==> config.mk <==
export PLATFORM = sky130hd
export DESIGN_NAME = paddle_ctrl_flat
export DESIGN_NICKNAME = d
export VERILOG_FILES = /design/src/rtl/pong_pkg.sv /design/src/rtl/paddle_ctrl_if.sv /design/src/rtl/paddle_ctrl_btn_debounce.sv /design/src/rtl/paddle_ctrl.sv /design/src/flat_wrapper.sv
export SDC_FILE = /design/constraint.sdc
export NUM_CORES = 1
export LEC_CHECK = 0
export ABC_AREA = 1
export CORE_ASPECT_RATIO = 0.5
export CORE_MARGIN = 5
export CORE_UTILIZATION = 55
export CTS_CLUSTER_SIZE = 10
export DETAILED_ROUTE_END_ITERATION = 10
export GPL_ROUTABILITY_DRIVEN = 0
export HOLD_SLACK_MARGIN = 0.02
export PLACE_DENSITY = 0.82
export SETUP_SLACK_MARGIN = 0.05
export SLEW_MARGIN = 20
export SYNTH_ARGS = -nofsm -noshare
export SYNTH_HDL_FRONTEND = slang
export SYNTH_SLANG_ARGS = --single-unit
==> constraint.sdc <==
create_clock -name pixelClock -period 4.4 [get_ports pixelClock]
set_input_delay 0.88 -clock pixelClock [delete_from_list [all_inputs] [get_ports pixelClock]]
set_output_delay 0.88 -clock pixelClock [all_outputs]
set_load 0.02 [all_outputs]
==> src/rtl/pong_pkg.sv <==
// Shared Pong types and screen geometry used by the paddle and ball blocks.
package pong_pkg;

    typedef enum logic [1:0] {
        IDLE    = 2'd0,
        UP      = 2'd1,
        DOWN    = 2'd2,
        BLOCKED = 2'd3
    } paddle_state_t;

    typedef logic [10:0] coord_t;

    localparam int SCREEN_W = 800;
    localparam int SCREEN_H = 600;

endpackage

==> src/rtl/paddle_ctrl_if.sv <==
// Video-side bundle of a paddle: pixel position in, collision planes and draw flag out.
interface paddle_ctrl_if;
    import pong_pkg::*;

    logic [10:0] xPosition;
    logic [9:0]  yPosition;
    coord_t      leftPlane;
    coord_t      rightPlane;
    coord_t      topPlane;
    coord_t      bottomPlane;
    logic        drawPaddle;

    modport master (
        input  xPosition, yPosition,
        output leftPlane, rightPlane, topPlane, bottomPlane, drawPaddle
    );

    modport slave (
        output xPosition, yPosition,
        input  leftPlane, rightPlane, topPlane, bottomPlane, drawPaddle
    );

endinterface

==> src/rtl/paddle_ctrl_btn_debounce.sv <==
// Two-flop synchroniser followed by a stable-count debouncer for one raw push-button.
module btn_debounce #(
    parameter int debounceCycles = 250000
) (
    input  logic clk_i,
    input  logic rst_ni,
    input  logic btn_i,
    output logic level_o
);

    localparam int CW = $clog2(debounceCycles);
    localparam logic [CW-1:0] CNT_LAST = CW'(debounceCycles - 1);

    logic [1:0]    sync_q;
    logic          level_q, level_d;
    logic [CW-1:0] cnt_q, cnt_d;

    // A mismatch must persist for debounceCycles consecutive cycles to be accepted.
    always_comb begin
        level_d = level_q;
        cnt_d   = '0;
        if (sync_q[1] != level_q) begin
            if (cnt_q == CNT_LAST) begin
                level_d = sync_q[1];
            end else begin
                cnt_d = cnt_q + 1'b1;
            end
        end
    end

    always_ff @(posedge clk_i or negedge rst_ni) begin
        if (!rst_ni) begin
            sync_q  <= '0;
            level_q <= 1'b0;
            cnt_q   <= '0;
        end else begin
            sync_q  <= {sync_q[0], btn_i};
            level_q <= level_d;
            cnt_q   <= cnt_d;
        end
    end

    assign level_o = level_q;

endmodule

==> src/rtl/paddle_ctrl.sv <==
// One player's paddle: debounced buttons drive a move FSM that steps paddleY on a prescaled tick.
// Optional CPU tracking of the ball is enabled by defining PADDLE_AUTO_EN.
module paddle_ctrl
    import pong_pkg::*;
#(
    parameter int pLeft          = 10,
    parameter int pTop           = 250,
    parameter int pWidth         = 10,
    parameter int pHeight        = 100,
    parameter int screenHeight   = 600,
    parameter int stepPix        = 2,
    parameter int moveDiv        = 100000,
    parameter int debounceCycles = 250000
) (
    input  logic           pixelClock,
    input  logic           nReset,
    input  logic           btnUp,
    input  logic           btnDown,
    input  logic           autoMode,
    input  logic [9:0]     ballCentreY,
    paddle_ctrl_if.master  vid,
    output logic           moving
);

    localparam logic [1:0] S_IDLE    = IDLE;
    localparam logic [1:0] S_UP      = UP;
    localparam logic [1:0] S_DOWN    = DOWN;
    localparam logic [1:0] S_BLOCKED = BLOCKED;

    localparam int PW = $clog2(moveDiv);
    localparam logic [PW-1:0] PRE_LAST = PW'(moveDiv - 1);

    localparam logic [11:0] STEP12 = 12'(stepPix);
    localparam logic [11:0] H12    = 12'(pHeight);
    localparam logic [11:0] SH12   = 12'(screenHeight);

    logic          up_db, dn_db;
    logic [PW-1:0] pre_q, pre_d;
    logic          moveTick;
    logic [1:0]    state_q, state_d, fsm_next;
    coord_t        paddleY_q, paddleY_d;
    coord_t        up_y, dn_y;
    logic [11:0]   y12;
    logic          fsm_moving;

    btn_debounce #(.debounceCycles(debounceCycles)) u_db_up (
        .clk_i   (pixelClock),
        .rst_ni  (nReset),
        .btn_i   (btnUp),
        .level_o (up_db)
    );

    btn_debounce #(.debounceCycles(debounceCycles)) u_db_dn (
        .clk_i   (pixelClock),
        .rst_ni  (nReset),
        .btn_i   (btnDown),
        .level_o (dn_db)
    );

    assign moveTick = (pre_q == PRE_LAST);

    always_comb begin
        pre_d = moveTick ? '0 : pre_q + 1'b1;
    end

    always_comb begin
        fsm_next = state_q;
        case (state_q)
            S_IDLE: begin
                if (up_db && dn_db)  fsm_next = S_BLOCKED;
                else if (up_db)      fsm_next = S_UP;
                else if (dn_db)      fsm_next = S_DOWN;
            end
            S_UP: begin
                if (up_db && dn_db)  fsm_next = S_BLOCKED;
                else if (!up_db)     fsm_next = S_IDLE;
            end
            S_DOWN: begin
                if (up_db && dn_db)  fsm_next = S_BLOCKED;
                else if (!dn_db)     fsm_next = S_IDLE;
            end
            default: begin
                if (!up_db && !dn_db) fsm_next = S_IDLE;
            end
        endcase
    end

    // Clamp tests run in 12 bits so paddleY+pHeight+stepPix cannot wrap.
    assign y12  = {1'b0, paddleY_q};
    assign up_y = (y12 < STEP12) ? '0 : paddleY_q - 11'(stepPix);
    assign dn_y = (y12 + H12 + STEP12 > SH12) ? 11'(screenHeight - pHeight)
                                               : paddleY_q + 11'(stepPix);

    assign fsm_moving = (state_q == S_UP) || (state_q == S_DOWN);

`ifdef PADDLE_AUTO_EN
    logic [11:0] centre12, ball12;
    coord_t      auto_y;

    assign centre12 = y12 + 12'(pHeight / 2);
    assign ball12   = {2'b00, ballCentreY};

    always_comb begin
        auto_y = paddleY_q;
        if (centre12 >= ball12 + STEP12)      auto_y = up_y;
        else if (centre12 + STEP12 <= ball12) auto_y = dn_y;
    end

    always_comb begin
        state_d   = autoMode ? S_IDLE : fsm_next;
        paddleY_d = paddleY_q;
        if (moveTick) begin
            if (autoMode)                paddleY_d = auto_y;
            else if (state_q == S_UP)    paddleY_d = up_y;
            else if (state_q == S_DOWN)  paddleY_d = dn_y;
        end
    end

    assign moving = autoMode ? (moveTick && (auto_y != paddleY_q)) : fsm_moving;
`else
    logic unused_auto;
    assign unused_auto = ^{autoMode, ballCentreY};

    always_comb begin
        state_d   = fsm_next;
        paddleY_d = paddleY_q;
        if (moveTick) begin
            if (state_q == S_UP)        paddleY_d = up_y;
            else if (state_q == S_DOWN) paddleY_d = dn_y;
        end
    end

    assign moving = fsm_moving;
`endif

    always_ff @(posedge pixelClock or negedge nReset) begin
        if (!nReset) begin
            pre_q     <= '0;
            state_q   <= S_IDLE;
            paddleY_q <= 11'(pTop);
        end else begin
            pre_q     <= pre_d;
            state_q   <= state_d;
            paddleY_q <= paddleY_d;
        end
    end

    assign vid.leftPlane   = 11'(pLeft);
    assign vid.rightPlane  = 11'(pLeft + pWidth);
    assign vid.topPlane    = paddleY_q;
    assign vid.bottomPlane = paddleY_q + 11'(pHeight);
    assign vid.drawPaddle  = (vid.xPosition > vid.leftPlane) &&
                             (vid.xPosition < vid.rightPlane) &&
                             ({1'b0, vid.yPosition} > vid.topPlane) &&
                             ({1'b0, vid.yPosition} < vid.bottomPlane);

endmodule

==> src/flat_wrapper.sv <==
// flat-port wrapper written by rule: the top's interface ports become plain ports
module paddle_ctrl_flat import pong_pkg::*;
#(
    parameter int pLeft          = 10,
    parameter int pTop           = 250,
    parameter int pWidth         = 10,
    parameter int pHeight        = 100,
    parameter int screenHeight   = 600,
    parameter int stepPix        = 2,
    parameter int moveDiv        = 100000,
    parameter int debounceCycles = 250000
)
  (pixelClock, nReset, btnUp, btnDown, autoMode, ballCentreY, moving, vid_xPosition, vid_yPosition, vid_leftPlane, vid_rightPlane, vid_topPlane, vid_bottomPlane, vid_drawPaddle);
  paddle_ctrl_if vid_i ();
  input  logic pixelClock;
  input  logic nReset;
  input  logic btnUp;
  input  logic btnDown;
  input  logic autoMode;
  input  logic [9:0] ballCentreY;
  output logic moving;
  input wire logic [$bits(vid_i.xPosition)-1:0] vid_xPosition;
  input wire logic [$bits(vid_i.yPosition)-1:0] vid_yPosition;
  output wire logic [$bits(vid_i.leftPlane)-1:0] vid_leftPlane;
  output wire logic [$bits(vid_i.rightPlane)-1:0] vid_rightPlane;
  output wire logic [$bits(vid_i.topPlane)-1:0] vid_topPlane;
  output wire logic [$bits(vid_i.bottomPlane)-1:0] vid_bottomPlane;
  output wire logic [$bits(vid_i.drawPaddle)-1:0] vid_drawPaddle;
  assign vid_i.xPosition = vid_xPosition;
  assign vid_i.yPosition = vid_yPosition;
  assign vid_leftPlane = vid_i.leftPlane;
  assign vid_rightPlane = vid_i.rightPlane;
  assign vid_topPlane = vid_i.topPlane;
  assign vid_bottomPlane = vid_i.bottomPlane;
  assign vid_drawPaddle = vid_i.drawPaddle;
  paddle_ctrl #(.pLeft(pLeft), .pTop(pTop), .pWidth(pWidth), .pHeight(pHeight), .screenHeight(screenHeight), .stepPix(stepPix), .moveDiv(moveDiv), .debounceCycles(debounceCycles)) u_core (.pixelClock(pixelClock), .nReset(nReset), .btnUp(btnUp), .btnDown(btnDown), .autoMode(autoMode), .ballCentreY(ballCentreY), .vid(vid_i), .moving(moving));
endmodule
# ---- Yosys cells after proc, flatten, opt, wreduce, memory -nomap -nowiden
# Cells that the tools add are included.
dict set report totals {
  regBits 72
  inputBits 36
  out_inout_bits 46
  word_cells 66
}
dict set report classes {
  add_sub_neg 8
  order_cmp 6
  eq_ne 10
  n_mux 18
  n_reduce_logical 15
}
# operator count
set op_table {}
lappend op_table {{$mux W18} 4}
lappend op_table {{$mux W11} 4}
lappend op_table {{$add A18 B1 Y18 const B} 2}
lappend op_table {{$eq A18 B18 Y1 const B} 2}
lappend op_table {{$add A17 B1 Y17 const B} 1}
lappend op_table {{$eq A17 B17 Y1 const B} 1}
lappend op_table {{$mux W17} 1}
lappend op_table {{$mux W2} 8}
lappend op_table {{$add A11 B7 Y12 const B} 1}
lappend op_table {{$add A12 B2 Y12 const B} 1}
lappend op_table {{$gt A12 B10 Y1 const B} 1}
lappend op_table {{$add A11 B2 Y11 const B} 1}
lappend op_table {{$add A11 B7 Y11 const B} 1}
lappend op_table {{$gt A10 B11 Y1} 1}
lappend op_table {{$gt A11 B4 Y1 const B} 1}
lappend op_table {{$lt A10 B11 Y1} 1}
lappend op_table {{$lt A11 B2 Y1 const B} 1}
lappend op_table {{$lt A11 B5 Y1 const B} 1}
lappend op_table {{$sub A11 B2 Y11 const B} 1}
lappend op_table {{$ne A3 B2 Y1 const B} 2}
lappend op_table {{$pmux W2 S3} 1}
lappend op_table {{$reduce_and A2 Y1} 3}
lappend op_table {{$logic_and A1 B1 Y1} 5}
lappend op_table {{$ne A4 B3 Y1 const B} 1}
lappend op_table {{other kinds (9)} 11}

# ---- Logic depth before layout (Yosys ltp)
# Gate-level depths: netlist of the first run.
dict set report logic_depth {
  depth_word 6
  ltp_mapped 16
  mapped_depth_nobuf 16
}

# ---- Modules after synthesis
# A second synthesis of the first run with hierarchy kept.
dict set report hier_totals {
  hier_cells 738
  area_unflattened_um2 5496.5
}
# mod instances cells_each area_each_um2 seq_area_each_um2
set by_module_without_submodules {}
lappend by_module_without_submodules {paddle_ctrl 1 452 3224.3 733.2}
lappend by_module_without_submodules {btn_debounce 2 143 1136.1 525.5}

# ---- Least setup slack after synthesis of the first run
# OpenSTA, ideal clock, no wires.
dict set report synth_path {
  kind {flip-flop to output port}
  startpoint {register u_core.paddleY_q[2], in the netlist u_core.vid.topPlane[2]}
  endpoint {output port vid_drawPaddle}
  t_arrival_ps 2496
  required_ps 3520
  path_slack_ps 1024
  path_stages_with_launch 13
  n_path_buf 0
  cell_sequence {dfrtp_1 -> ha_1 -> a21oi_2 -> nand2_1 -> nand2_1 -> xor2_1 -> inv_1 -> ha_1 -> a21oi_1 -> nand2_1 -> nand2_1 -> a21oi_1 -> nor2_1}
}
dict set report synth_between {
  elab_chain_len 3
  word_cells_on_any_way 5
  classes_between {add/sub (1); order compare (2); reduce/logical (2)}
}
# element line_no
set synth_lines {}
lappend synth_lines {{from (decl)} paddle_ctrl.sv:41} ;# coord_t paddleY_q, paddleY_d;
lappend synth_lines {{from (signal assigned)} paddle_ctrl.sv:140} ;# paddleY_q <= 11'(pTop);
lappend synth_lines {{from (signal assigned)} paddle_ctrl.sv:144} ;# paddleY_q <= paddleY_d;
lappend synth_lines {{$add A11 B7 Y11} paddle_ctrl.sv:151} ;# assign vid.bottomPlane = paddleY_q + 11'(pHeight);
lappend synth_lines {{named net vid_bottomPlane[8]} flat_wrapper.sv:27} ;# output wire logic [$bits(vid_i.bottomPlane)-1:0] vid_bottomPlane;
lappend synth_lines {{$lt A10 B11 Y1} paddle_ctrl.sv:155} ;# ({1'b0, vid.yPosition} < vid.bottomPlane);
lappend synth_lines {{$logic_and A1 B1 Y1} paddle_ctrl.sv:154} ;# ({1'b0, vid.yPosition} > vid.topPlane) &&
lappend synth_lines {{to (decl)} flat_wrapper.sv:28} ;# output wire logic [$bits(vid_i.drawPaddle)-1:0] vid_drawPaddle;
# The timed path passes the listed nets, and every way through them passes these cells.

# ---- Worst setup path after layout of the first run
dict set report layout_path {
  startpoint {register u_core.paddleY_q[3], in the netlist u_core.vid.topPlane[3]}
  endpoint {output port vid_drawPaddle}
}
dict set report layout_between {
  elab_chain_len 3
  word_cells_on_any_way 5
  classes_between {add/sub (1); order compare (2); reduce/logical (2)}
}
# element line_no
set layout_lines {}
lappend layout_lines {{$add A11 B7 Y11 / $gt A10 B11 Y1 (equally long branches)} {paddle_ctrl.sv:151, paddle_ctrl.sv:154}}
lappend layout_lines {{$lt A10 B11 Y1 / $logic_and A1 B1 Y1 (equally long branches)} {paddle_ctrl.sv:155, paddle_ctrl.sv:153}}
lappend layout_lines {{$logic_and A1 B1 Y1 (*)} paddle_ctrl.sv:154}
# Every way passes the cells marked *; elsewhere a longest branch is shown, timed or not.

==> results.md, run 1 <==
- Initial DRC count: 270
- Final Setup Violations: 0
- Most frequent cells in the layout: 125 x nand2_1, 88 x inv_1, 74 x nor2_1, 65 x dfrtp_1, 45 x clkdlybuf4s50_1
- Clk_skew: 0.00556 ns
- Asr flop ratio synth: 100%
- # fillers: 719
- Status: finished clean
- # rows: 24
- Worst hold path type: flop to flop
- Commonest non-fill, non-tap cell in the layout: nand2_1
- Predominant post-synthesis flop cell: dfrtp_1
- Total core area: 0.00886 mm2
- Via Count: 4444
- Clock latency on the worst-skew pair: 0.33 ns
- Slew margin rel.: 45.4%
- Critical path class: flop to output port
- H-tree levels: 3
- Area grow syn2layout: 16.8%
- Drt pass-1 iters: 5
- RSZ-0062 raised after global routing: false
- Layout cell share with drive strength beyond 1: 10.5%
- Final setup TNS: 0 ns
- Total GRT Usage: 20.7%
- Placed cells: 823
- Total of max-cap violations: 0
- Startpoint types: flop
- CP max FO: 6
- EDFF count, synth: 0
- Fin. Hold Viols: 0
- Peak VDD IR: 180 uV
- Mapped Area: 0.00510 mm2
- Largest net degree at the start of global routing: 37
- Yosys reg bits: 71
- Port Buffers: 46
- Final Slew Violations: 0
- Sink Count: 71
- Final global-route overflow total: 0
- Synth unique cells: 49
- Global-route wire length before repair: 19800 um
- Die area: 0.0114 mm2
- Die X: 146 um
- WL final: 11300 um
- Antenna cells: 0
- Avg WL per Cell: 13.4 um
- Non-Filler Instances: 841
- Post-synthesis sequential area ratio: 35.0%
- CTS Hold Bufs: 0
- Root Buffer Master: clkbuf_16
- Fmax: 0.244 GHz
- Mapped Cells: 669
- DRC violations left: 0
- DP Wirelength: 8360 um
- Crit. End Element: output port
- Clock period minus worst slack: 4.09 ns
- WP data arrival: 3.21 ns
- Initial core utilization: 57.6%
- Number of nets in the layout: 785
- Die Height: 78.1 um
- Max Buffers Root-to-Sink: 2
- Vias in the first global route: 4316
- P per Cell Area: 287 mW/mm2
- Antenna violations before repair: 0
- Synthesized area per cell: 7.62 um2
- Synthesis warning total: 0
- CTS tree: built
- Total CTS buffers: 9
- Post-detailed-route count of antenna-violating nets: 0
- Total leakage power: 2.94 nW
- Slew at the pin closest to its max-slew limit: 0.819 ns
- Worst EP required: 3.52 ns
- Routed vias/inst: 5.28
- Clock slew at reported path FFs: 0.06 ns
- Final worst-path cycle share: 93.0%
- Ports: 82
-- worst paths after layout --
check	from	end	slack (ns)	cells past startpoint
min reg2reg	u_core.u_db_dn.sync_q[0]$_DFF_PN0_	u_core.u_db_dn.sync_q[1]$_DFF_PN0_	0.38	0
max reg2reg	u_core.vid.topPlane[1]$_DFFE_PN1P_	u_core.vid.topPlane[8]$_DFFE_PN0P_	1.98	14
max in group asynchronous	nReset	u_core.vid.topPlane[7]$_DFFE_PN1P_	2.76	2
max	u_core.vid.topPlane[3]$_DFFE_PN1P_	vid_drawPaddle	0.31	15
min in group asynchronous	nReset	u_core.u_db_dn.cnt_q[14]$_DFF_PN0_	0.64	1
min	u_core.u_db_dn.sync_q[0]$_DFF_PN0_	u_core.u_db_dn.sync_q[1]$_DFF_PN0_	0.38	0
-- area by class of cell --
cell class                 count  area [um2]  area share, %
timing repair buffer          50         485           8.15
multi-input combinational    489        2770           46.5
clock buffer                  10         239           4.01
inverter                      98         373           6.26
clock inverter                 6         155           2.61
sequential                    71        1780           30.0
tap                          117         146           2.46
-- report_power, final --
part           internal, W  switching (W)
Combinational    0.0000352      0.0000600
Sequential        0.000660     0.00000502
Clock             0.000683       0.000267
-- critical path: stages, from the launching register on --
cell,delay [ns]
dfstp_2,0.59
ha_2,0.25
nand2_1,0.14
inv_1,0.10
o21ai_0,0.08
nand2_1,0.11
inv_1,0.05
ha_1,0.30
a21oi_1,0.16
o221ai_1,0.15
nand3_1,0.09
nand2_1,0.05
nand2_1,0.06
a21oi_1,0.06
nor2_1,0.09
clkdlybuf4s50_1,0.61
-- metrics by stage --
stage / utilization [%] / setup slack [ns] / cell area (um2) / hold slack [ns] / total power [W]
detailed placement: 62.6 / 0.537 / 5540 / 0.364 / 0.000771
global placement: 62.6 / 0.553 / 5540 / 0.363 / 0.000769
finish: 67.2 / 0.306 / 5950 / 0.375 / 0.00171
global route: 67.2 / 0.0747 / 5950 / 0.394 / 0.00178
CTS: 67.0 / 0.195 / 5940 / 0.376 / 0.00173
floorplan: - / 1.02 / 5180 / 0.331 / 0.000741
-- registers in the layout, summed over array words and instances (netlist names) --
| name | count |
|---|---|
| u_core.u_db_up.cnt_q | 18 |
| u_core.u_db_dn.cnt_q | 18 |
| u_core.pre_q | 17 |
| u_core.state_q | 2 |
| u_core.u_db_dn.level_o | 1 |
| u_core.u_db_up.sync_q | 2 |
| u_core.u_db_up.level_o | 1 |
| u_core.vid.topPlane | 10 |
| u_core.u_db_dn.sync_q | 2 |
-- synth_stat cells (2+ instances only) --
cell       instances  area (um2)
nor3_2             5        50.1
dfrtp_1           65        1630
nor4_1             4        25.0
inv_4              2        12.5
nand3_1           41         205
ha_1              30         375
nor2_1            74         278
buf_6              4        45.0
buf_2              3        15.0
nand2_1          125         469
inv_1             88         330
nor3_1            19        95.1
nand2_2            4        25.0
nor3b_1            4        30.0
a21oi_2            2        17.5
o21ai_0           29         145
nand3_2            9        90.1
xor2_1            29         254
dfstp_2            6         158
buf_4             26         195
nand4_1           17         106
conb_1             2        7.51
nor2_2             8        50.1
nor2_4             4        45.0
inv_2              5        18.8
o2111ai_1          3        26.3
a21oi_1           33         165
xnor2_1            4        35.0
o221ai_1           2        17.5
clkinv_1           3        11.3
-- cells by family after synthesis --
| group | after synthesis | share of synthesized area [%] |
|---|---|---|
| other | 2 | 0.147 |
| AOI/OAI and AO/OA | 80 | 9.08 |
| xor gates and xnor gates | 33 | 5.67 |
| and+or+nand+nor | 321 | 30.2 |
| DFF | 71 | 35.0 |
| buffers and inverters | 131 | 12.3 |
| muxes | 1 | 0.221 |
| adders and majority gates | 30 | 7.36 |
-- layer usage --
layer | share of wire [%] | global-route usage, % | wire length, um
met4 | 1.9 | 8.35 | 214
met5 | 0 | 0 | 0
met3 | 6.4 | 5.35 | 727
met2 | 46 | 34.0 | 5220
met1 | 45 | 26.6 | 5130
-- what timing repair did --
| item | CTS | global route |
|---|---|---|
| setup endpoints to repair | 0 | 1 |
| gates resized for setup | 0 | 1 |
| setup buffers | 0 | 2 |
Note: power is estimated with default switching activity, not from simulation.
==> run 2: changes to the inputs <==
Settings changed: CORE_ASPECT_RATIO 0.5 to default.
==> run 2 against run 1 <==
  * First-iteration DRC count shrank 25%
  * Cell count decreased by 0.83%
  * Flip-flop and latch count is the same
  * Non-clock buffer count decreased by 1
  * Utilization fell by 4.1 points
  * Sequential power about the same
  * Total power decreased by 21%
  * Highest routed layer unchanged
  * Largest power group is now sequential cells
  * Maximum frequency fell by 1.1%
==> results.md, run 2 (synthesis gave the netlist of run 1 again) <==
- Most frequent cells in the layout: 125 x nand2_1, 88 x inv_1, 74 x nor2_1, 65 x dfrtp_1, 45 x clkdlybuf4s50_1
- Placed Instance Area: 0.00554 mm2
- Drt pass-1 iters: 6
- Clk_skew: 0.0110 ns
- Biggest regs: u_core.u_db_dn.cnt_q x18, u_core.u_db_up.cnt_q x18, u_core.pre_q x17
- Slew margin rel.: 59.9%
- Switching pwr: 0.000323 W
- Hold Path Depth: 0
- Total of max-cap violations: 0
- Family with the most delay on the worst path: buffers and inverters
- WP data arrival: 3.26 ns
- Cells along the critical path: ha_2, nand2_1, inv_1, o21ai_0, nand2_1, inv_1, ha_1, nand4_1, o221ai_1, nand3_1, nand2_1, nand2_1, a21oi_1, nor2_1, clkdlybuf4s50_1
- Total core area: 0.00915 mm2
- Antenna cells: 0
- Number of stages on the worst setup path: 15
- Vias in the first global route: 4320
- Die Height: 106 um
- FF/Latch Area: 0.00178 mm2
- DRC violations left: 0
- H-tree levels: 3
- Overall power consumption: 0.00135 W
- WL final: 11200 um
- Post-detailed-route count of antenna-violating nets: 0
- Area grow syn2layout: 13.3%
- Total leakage power: 2.85 nW
- Worst hold path type: flop to flop
- Final worst-path cycle share: 94.1%
- Crit. End Element: output port
- Initial DRC count: 203
- CTS tree: built
- Layout cell share with drive strength beyond 1: 10.4%
- RSZ-0062 raised after global routing: false
- CP bufs+invs: 3
- Max Buffers Root-to-Sink: 2
- Ports: 82
- Global-route wire length before repair: 19100 um
- Fin util: 63.1%
- Slew at the pin closest to its max-slew limit: 0.602 ns
- Final Slew Violations: 0
- Multi-input logic area: 0.00277 mm2
- Seq pwr share: 49.0%
- CP max FO: 6
- P per Cell Area: 234 mW/mm2
- Clock latency on the worst-skew pair: 0.35 ns
- Via Count: 4467
- Die area: 0.0113 mm2
- Routed vias/inst: 5.36
- Switching share of total power: 23.8%
- Number of nets in the layout: 784
- Initial core utilization: 55.7%
- Critical Path Max Stage Delay: 0.58 ns
- Antenna violations before repair: 0
- Worst reg2reg path depth: 15
- Critical path class: flop to output port
- Setup slack after layout: 0.261 ns
- Final Setup Violations: 0
- Avg WL per Cell: 13.4 um
- Total GRT Usage: 20.4%
- Fmax: 0.242 GHz
- # fillers: 778
- Root Buffer Master: clkbuf_8
- Total CTS buffers: 9
- DP Worst Slack: 0.516 ns
- Clock period minus worst slack: 4.14 ns
- Comb power frac: 7.1%
- Slowest CP cell: dfstp_2
- Fin. Hold Viols: 0
- Worst EP required: 3.52 ns
- Port Buffers: 46
- Sink Count: 71
- Peak VDD IR: 252 uV
- # rows: 35
- DP Wirelength: 8470 um
- Clock slew at reported path FFs: 0.08 ns
- Largest net degree at the start of global routing: 47
- Status: finished clean
- Final setup TNS: 0 ns
- Fin area: 0.00578 mm2
- Die X: 106 um
- P_int: 0.00103 W
- Commonest non-fill, non-tap cell in the layout: nand2_1
- Final global-route overflow total: 0
- Most frequent CP cell: nand2_1
- Clock share of power: 43.9%
- Startpoint types: flop
run 2: cell types whose count changed in the layout (fill, tap and decap cells not counted), moves of 2 or more:
cell        delta
bufinv_16      -3
clkbuf_16      -9
clkbuf_8       +9
clkinvlp_4     +2
run 2: stage by stage:
step                      hold slack [ns]  instances
after floorplan                     0.331        691
after global placement              0.333        817
after detailed placement            0.336        817
after CTS                           0.347        833
after global routing                0.350        834
final                               0.347        834
run 2: routing by layer:
metal	GRT usage, %	share of wire, %	vias to the layer above
li1	-	-	2222
met1	25.4	43	2084
met2	35.0	50	149
met3	4.19	6.0	12
met4	6.94	1.2	0
met5	0	0	-
run 2: area by class of cell:
class                      count  share of cell area, %
sequential                    71                   30.9
multi-input combinational    489                   48.0
inverter                      98                   6.46
clock inverter                 6                   1.60
timing repair buffer          49                   8.28
tap                          111                   2.40
clock buffer                  10                   2.38
run 2: path summary, 6_finish.rpt:
| path | from | end | slack (ns) |
|---|---|---|---|
| setup / recovery | u_core.vid.topPlane[3]$_DFFE_PN1P_ | vid_drawPaddle | 0.26 |
| hold / removal | u_core.u_db_up.sync_q[0]$_DFF_PN0_ | u_core.u_db_up.sync_q[1]$_DFF_PN0_ | 0.35 |
| setup reg to reg | u_core.vid.topPlane[1]$_DFFE_PN1P_ | u_core.vid.topPlane[8]$_DFFE_PN0P_ | 1.94 |
| hold reg to reg | u_core.u_db_up.sync_q[0]$_DFF_PN0_ | u_core.u_db_up.sync_q[1]$_DFF_PN0_ | 0.35 |
| max in group asynchronous | nReset | u_core.u_db_up.sync_q[0]$_DFF_PN0_ | 2.89 |
| min in group asynchronous | nReset | u_core.pre_q[13]$_DFF_PN0_ | 0.53 |
run 2: repair_timing:
item / in CTS / in global routing
setup buffers: 0 / 1
hold buffers: 0 / 0
endpoints found under the setup margin: 0 / 1
gates resized for setup: 0 / 1
run 2: power by group through the flow:
stage	logic [W]	registers, W	clock network, W
2_1_floorplan	0.0000663	0.000675	0
3_3_place_gp	0.0000925	0.000675	0
3_5_place_dp	0.0000961	0.000676	0
4_1_cts	0.0000966	0.000663	0.000605
5_1_grt	0.000108	0.000664	0.000640
6_report	0.0000965	0.000663	0.000595
